## src/rtl/fifo_arb_pkg.sv

```systemverilog
// Shared types and width helpers for the FIFO write-port arbiter.
// Index and counter widths are derived from the instantiating module's parameters.
package fifo_arb_pkg;

  localparam int DEF_DSIZE     = 8;
  localparam int DEF_NREQ      = 4;
  localparam int DEF_MAX_BURST = 8;

  typedef enum logic {
    IDLE  = 1'b0,
    BURST = 1'b1
  } arb_state_e;

  // Width of a requester index; a single requester still needs one bit.
  function automatic int idx_width(input int n);
    return (n > 1) ? $clog2(n) : 1;
  endfunction

  // Beat counter is one bit wider than needed to hold MAX_BURST-1.
  function automatic int cnt_width(input int max_burst);
    return $clog2(max_burst) + 1;
  endfunction

endpackage

```

## src/rtl/rr_priority_picker.sv

```systemverilog
// Combinational rotate-priority encoder: first set request bit at or above
// rr_ptr, wrapping modulo NREQ.
module rr_priority_picker
  import fifo_arb_pkg::*;
#(
  parameter  int NREQ = DEF_NREQ,
  localparam int IW   = idx_width(NREQ)
) (
  input  logic [NREQ-1:0] req,
  input  logic [IW-1:0]   rr_ptr,
  output logic            any_req,
  output logic [IW-1:0]   winner
);

  logic found;
  int   idx;

  // NOTE: every signal driven here gets a default before the loop, so no latch is inferred.
  always_comb begin
    any_req = |req;
    winner  = rr_ptr;
    found   = 1'b0;
    idx     = 0;
    for (int ofs = 0; ofs < NREQ; ofs++) begin
      idx = int'(rr_ptr) + ofs;
      if (idx >= NREQ) idx = idx - NREQ;
      if (!found && req[idx]) begin
        found  = 1'b1;
        winner = IW'(idx);
      end
    end
  end

endmodule

```

## src/rtl/fifo_wr_arbiter.sv

```systemverilog
// Round-robin burst arbiter sharing one async-FIFO write port between NREQ
// requesters; lives entirely in the wclk domain and never pushes while wfull.
module fifo_wr_arbiter
  import fifo_arb_pkg::*;
#(
  parameter  int DSIZE     = DEF_DSIZE,
  parameter  int NREQ      = DEF_NREQ,
  parameter  int MAX_BURST = DEF_MAX_BURST,
  localparam int IW        = idx_width(NREQ),
  localparam int CW        = cnt_width(MAX_BURST)
) (
  input  logic                  wclk,
  input  logic                  wrst_n,
  input  logic [NREQ-1:0]       req_valid,
  input  logic [NREQ-1:0]       req_last,
  input  logic [NREQ*DSIZE-1:0] req_data,
  output logic [NREQ-1:0]       req_ready,
  input  logic                  wfull,
  output logic                  winc,
  output logic [DSIZE-1:0]      wdata,
  output logic [IW-1:0]         grant_id,
  output logic                  busy
);

  arb_state_e        state;
  logic [IW-1:0]     rr_ptr;
  logic [CW-1:0]     beat_cnt;

  logic              any_req;
  logic [IW-1:0]     winner;
  logic              cur_valid;
  logic              cur_last;
  logic [DSIZE-1:0]  cur_data;
  logic              acc;
  logic              burst_end;
  logic [IW-1:0]     next_ptr;

  rr_priority_picker #(
    .NREQ (NREQ)
  ) u_picker (
    .req     (req_valid),
    .rr_ptr  (rr_ptr),
    .any_req (any_req),
    .winner  (winner)
  );

  // Select the granted requester's lane.
  always_comb begin
    cur_valid = 1'b0;
    cur_last  = 1'b0;
    cur_data  = '0;
    for (int i = 0; i < NREQ; i++) begin
      if (grant_id == IW'(i)) begin
        cur_valid = req_valid[i];
        cur_last  = req_last[i];
        cur_data  = req_data[i*DSIZE +: DSIZE];
      end
    end
  end

  // A beat is pushed in the same cycle it is offered; wfull simply stalls.
  assign acc       = (state == BURST) && cur_valid && !wfull;
  assign burst_end = acc && (cur_last || (beat_cnt == CW'(MAX_BURST - 1)));
  assign next_ptr  = (grant_id == IW'(NREQ - 1)) ? '0 : grant_id + 1'b1;

  assign winc  = acc;
  assign wdata = cur_data;
  assign busy  = (state == BURST);

  always_comb begin
    req_ready = '0;
    for (int i = 0; i < NREQ; i++) begin
      if (acc && (grant_id == IW'(i))) req_ready[i] = 1'b1;
    end
  end

  // NOTE: sequential state uses non-blocking assignments only, so every register samples pre-edge values.
  always_ff @(posedge wclk or negedge wrst_n) begin
    if (!wrst_n) begin
      state    <= IDLE;
      rr_ptr   <= '0;
      grant_id <= '0;
      beat_cnt <= '0;
    end else begin
      case (state)
        IDLE: begin
          if (any_req) begin
            grant_id <= winner;
            beat_cnt <= '0;
            state    <= BURST;
          end
        end
        BURST: begin
          if (burst_end) begin
            state    <= IDLE;
            rr_ptr   <= next_ptr;
            beat_cnt <= '0;
          end else if (acc) begin
            beat_cnt <= beat_cnt + 1'b1;
          end
        end
        default: state <= IDLE;
      endcase
    end
  end

endmodule
```

## config.mk

```make
export PLATFORM = sky130hd
export DESIGN_NAME = fifo_wr_arbiter
export DESIGN_NICKNAME = d
export VERILOG_FILES = /design/src/rtl/fifo_arb_pkg.sv /design/src/rtl/rr_priority_picker.sv /design/src/rtl/fifo_wr_arbiter.sv
export SDC_FILE = /design/constraint.sdc
export NUM_CORES = 1
export LEC_CHECK = 0
export CORE_UTILIZATION = 38
export CTS_BUF_LIST = sky130_fd_sc_hd__clkbuf_2
export CTS_CLUSTER_SIZE = 24
export DETAILED_ROUTE_END_ITERATION = 7
export PLACE_DENSITY = 0.93
export REMOVE_ABC_BUFFERS = 1
export SETUP_SLACK_MARGIN = 0.05
export SLEW_MARGIN = 0
export SYNTH_ARGS = -nofsm -noshare
export SYNTH_HDL_FRONTEND = slang
export SYNTH_SLANG_ARGS = --single-unit
```

## constraint.sdc

```tcl
create_clock -name wclk -period 2.45 [get_ports wclk]
set_input_delay 0.6125 -clock wclk [delete_from_list [all_inputs] [get_ports wclk]]
set_output_delay 0.6125 -clock wclk [all_outputs]
set_load 0.02 [all_outputs]
```

==> flow_summary_export.csv <==
group,metric,value,unit
cts,cts.sink_count,9,
outcome,status,"finished, violations left",
floorplanning,die_w,52.61,microns
detailed_routing,dr_wl_met2,2287,microns
power,power_per_cell_area,1212,mW/mm^2
floorplanning,die_area,0.002768,sq mm
power,p_int,1.234,mW
timing,fin_skew,13.76,ps
critical_path,crit_arrival,2000,ps
logic_synthesis,synth_top_area_cell,"dfrtp_1",
global_routing,track_usage,0.2786,
global_routing,grt_pass1_wl,5623,microns
finish,fill_cells,130,
power,p_leak,0.8401,nW
finish,layout-drive-gt1-share,0.3941,
place,post-dp-hpwl,2671,microns
finish,post-route-util,0.8300,
detailed_routing,ant_nets,0,
min_path,hold_depth,1,
floorplanning,io_pins,59,
logic_synthesis,synth-edff-count,0,
logic_synthesis,ys_seq_area_frac,0.2314,
critical_path,cp_max_fo,8,
timing,fmax,0.3832,GHz
logic_synthesis,synthMostInstantiatedCell,"nand2_1",
cts,clockBufferDepth,2,
detailed_routing,wl_met3,231,microns
min_path,hold_path_startpoint,"beat_cnt[1]",
critical_path,reg2reg_from,"grant_id[1]",
timing,layout_setup_ws,-159.8,ps
logic_synthesis,synth_cells,119,
power,p_clk_frac,0.045,
floorplanning,initial_core_util,0.4199,
place,place_area,0.001695,sq mm
detailed_routing,routedWlPerCell,18.20,microns
logic_synthesis,synthArstFlopShare,1.000,
detailed_routing,vias,1280,
power,p_seq_frac,0.136,
detailed_routing,wl_met1,1581,microns
logic_synthesis,synth.ff_latch_count,9,
timing,finalSetupViolCount,13,
global_routing,grt_pass1_vias,1210,
floorplanning,rows,17,
timing,grt_setup_unrepaired,"true",
logic_synthesis,ys_top_cells_by_count,"nand2_1, a21oi_1, nor2_1, o21ai_0, dfrtp_1",
power,p_comb_frac,0.818,
finish,syn2layout_area_growth,97.69,%
logic_synthesis,yosysWarnings,0,
cts,cts-buffers-inserted,3,
timing,slew_violations,0,
critical_path,startpoint_type,"register",
job,cap_viol_max_count,0,
detailed_routing,topRoutingLayerUsed,"met4",
timing,period_share,1.065,
logic_synthesis,synth_area_leaders,"dfrtp_1, ha_1, nand2_1",
timing,worst_pin_slew,441.7,ps
global_routing,overflow,0,
detailed_routing,drc_errors,0,
cts,path_clk_slew,110,ps
cts,cts_hold_buffers,0,
power,p_sw_frac,0.4710,
finish,final_area,0.001924,sq mm
critical_path,reg2reg_depth,10,
global_routing,grt_max_degree,21,
floorplanning,die_y,52.61,microns
detailed_routing,totalWireLength,4204,microns
critical_path,reg2reg_setup_slack,210,ps
timing,finalCriticalPeriod,2610,ps
logic_synthesis,netlist-cell-type-count,44,
logic_synthesis,synth_top_area_frac,0.2314,
power,p_sw,1.099,mW
logic_synthesis,synth.avg_cell_area,8.180,sq um
finish,insertedDiodeCount,0,
finish,final_nets,252,
critical_path,r2r-end,"beat_cnt[2]",
global_routing,grt_antenna_before_repair,0,
timing,hold_violations,0,
cts,clk_latency,270,ps
place,port_buffers,58,
min_path,hold_class,"reg2reg",
logic_synthesis,synth.cell_area,973.4,sq um
floorplanning,core,0.002318,sq mm
timing,relSlewSlack,0.7046,
detailed_routing,via_per_inst,5.541,
cts,htree_levels,1,
detailed_routing,dr.pass1.iters,4,
place,gp_congestion,0.8319,
detailed_routing,dr.first_iter.drc_count,53,
logic_synthesis,ys.flop_type,"dfrtp_1",
power,vdd_drop_max,0.0008084,V
critical_path,cp-end-kind,"primary output",
critical_path,critPathKind,"reg2out",
cts,cts_tree,"yes",
cts,cts-root-buf,"clkbuf_2",
outcome,failed_checks,"setup timing",
min_path,min_to,"beat_cnt[1]",
critical_path,crit_required,1840,ps
==> flip-flops by register name, summed over array words and instances (netlist names) <==
| register | cells |
|---|---|
| beat_cnt | 4 |
| busy | 1 |
| grant_id | 2 |
| rr_ptr | 2 |
==> repair_timing <==
item	CTS	global route
gates resized for setup	112	16
pin swaps	7	13
buffers inserted	5	4
endpoints found under the setup margin	13	13
cloned	0	0
==> per-layer routing <==
layer | vias up | global-route usage
li1 | 600 | -
met1 | 606 | 0.3138
met2 | 61 | 0.5105
met3 | 13 | 0.05507
met4 | 0 | 0.09649
met5 | - | 0
==> layout by cell type (no fill, tap or decap), drive strengths merged, types with 2 or more instances in the layout <==
| master | count |
|---|---|
| dfrtp | 9 |
| o31ai | 2 |
| a21oi | 11 |
| buf | 41 |
| inv | 5 |
| clkbuf | 4 |
| ha | 5 |
| o21ai | 12 |
| dlygate4sd2 | 5 |
| mux2 | 3 |
| nor2 | 13 |
| a22o | 2 |
| a22oi | 7 |
| clkdlybuf4s50 | 39 |
| and2 | 5 |
| nor2b | 5 |
| nand2 | 16 |
==> how the worst max path moves through the flow <==
stage	startpoint	to	slack, ps	cells past startpoint
3_5_place_dp	req_valid[2]	req_ready[1]	-600	7
2_1_floorplan	grant_id[0]	req_ready[0]	-210	7
6_report	grant_id[1]	wdata[4]	-160	10
3_3_place_gp	req_valid[2]	req_ready[1]	-550	7
5_1_grt	grant_id[1]	wdata[4]	-290	10
4_1_cts	grant_id[1]	req_ready[1]	-20	7
==> critical path, cell delays in order, from the launching register on <==
cell and delay, ps:
dfrtp_2 470, buf_12 150, inv_8 50, ha_4 150, nor2b_4 140, buf_6 150
a22oi_2 70, nor2_1 110, a21oi_1 70, o21ai_1 190, buf_4 180
==> cells by family after synthesis <==
kind of cell / count (synthesis) / synth area share
flops: 9 / 0.2314
mux: 3 / 0.04242
fa+ha+maj: 5 / 0.06427
compound gates: 43 / 0.3123
simple gates: 47 / 0.2841
buf+inv: 12 / 0.06555
==> power by group through the flow <==
| stage | Sequential [mW] | Clock, mW | Combinational, mW |
|---|---|---|---|
| floorplan | 0.306 | 0 | 0.853 |
| global placement | 0.291 | 0 | 1.49 |
| detailed placement | 0.302 | 0 | 1.54 |
| CTS | 0.313 | 0.102 | 1.68 |
| global route | 0.323 | 0.114 | 2.03 |
| finish | 0.318 | 0.106 | 1.91 |
==> metrics by stage <==
stage / setup WS [ps] / total power [mW] / TNS (ps) / hold slack (ps) / cells
final: -159.8 / 2.333 / -1005 / 570.8 / 231
after global routing: -290.5 / 2.466 / -2125 / 591.5 / 231
after CTS: -18.36 / 2.094 / -52.36 / 556.9 / 227
after detailed placement: -601.0 / 1.843 / -4713 / 534.7 / 218
after global placement: -546.6 / 1.782 / -4228 / 513.2 / 218
after floorplan: -214.5 / 1.159 / -971.5 / 316.9 / 113
==> layout make-up <==
cell class	instances	area, sq um	share of cell area
clock buffers	4	20.02	0.01040
inverters	6	35.03	0.01821
multi-input cells	98	798.3	0.4148
flip-flops and latches	9	227.7	0.1183
well taps	28	35.03	0.01821
repair buffers	86	808.3	0.4200
Note: power is estimated with default switching activity, not from simulation.
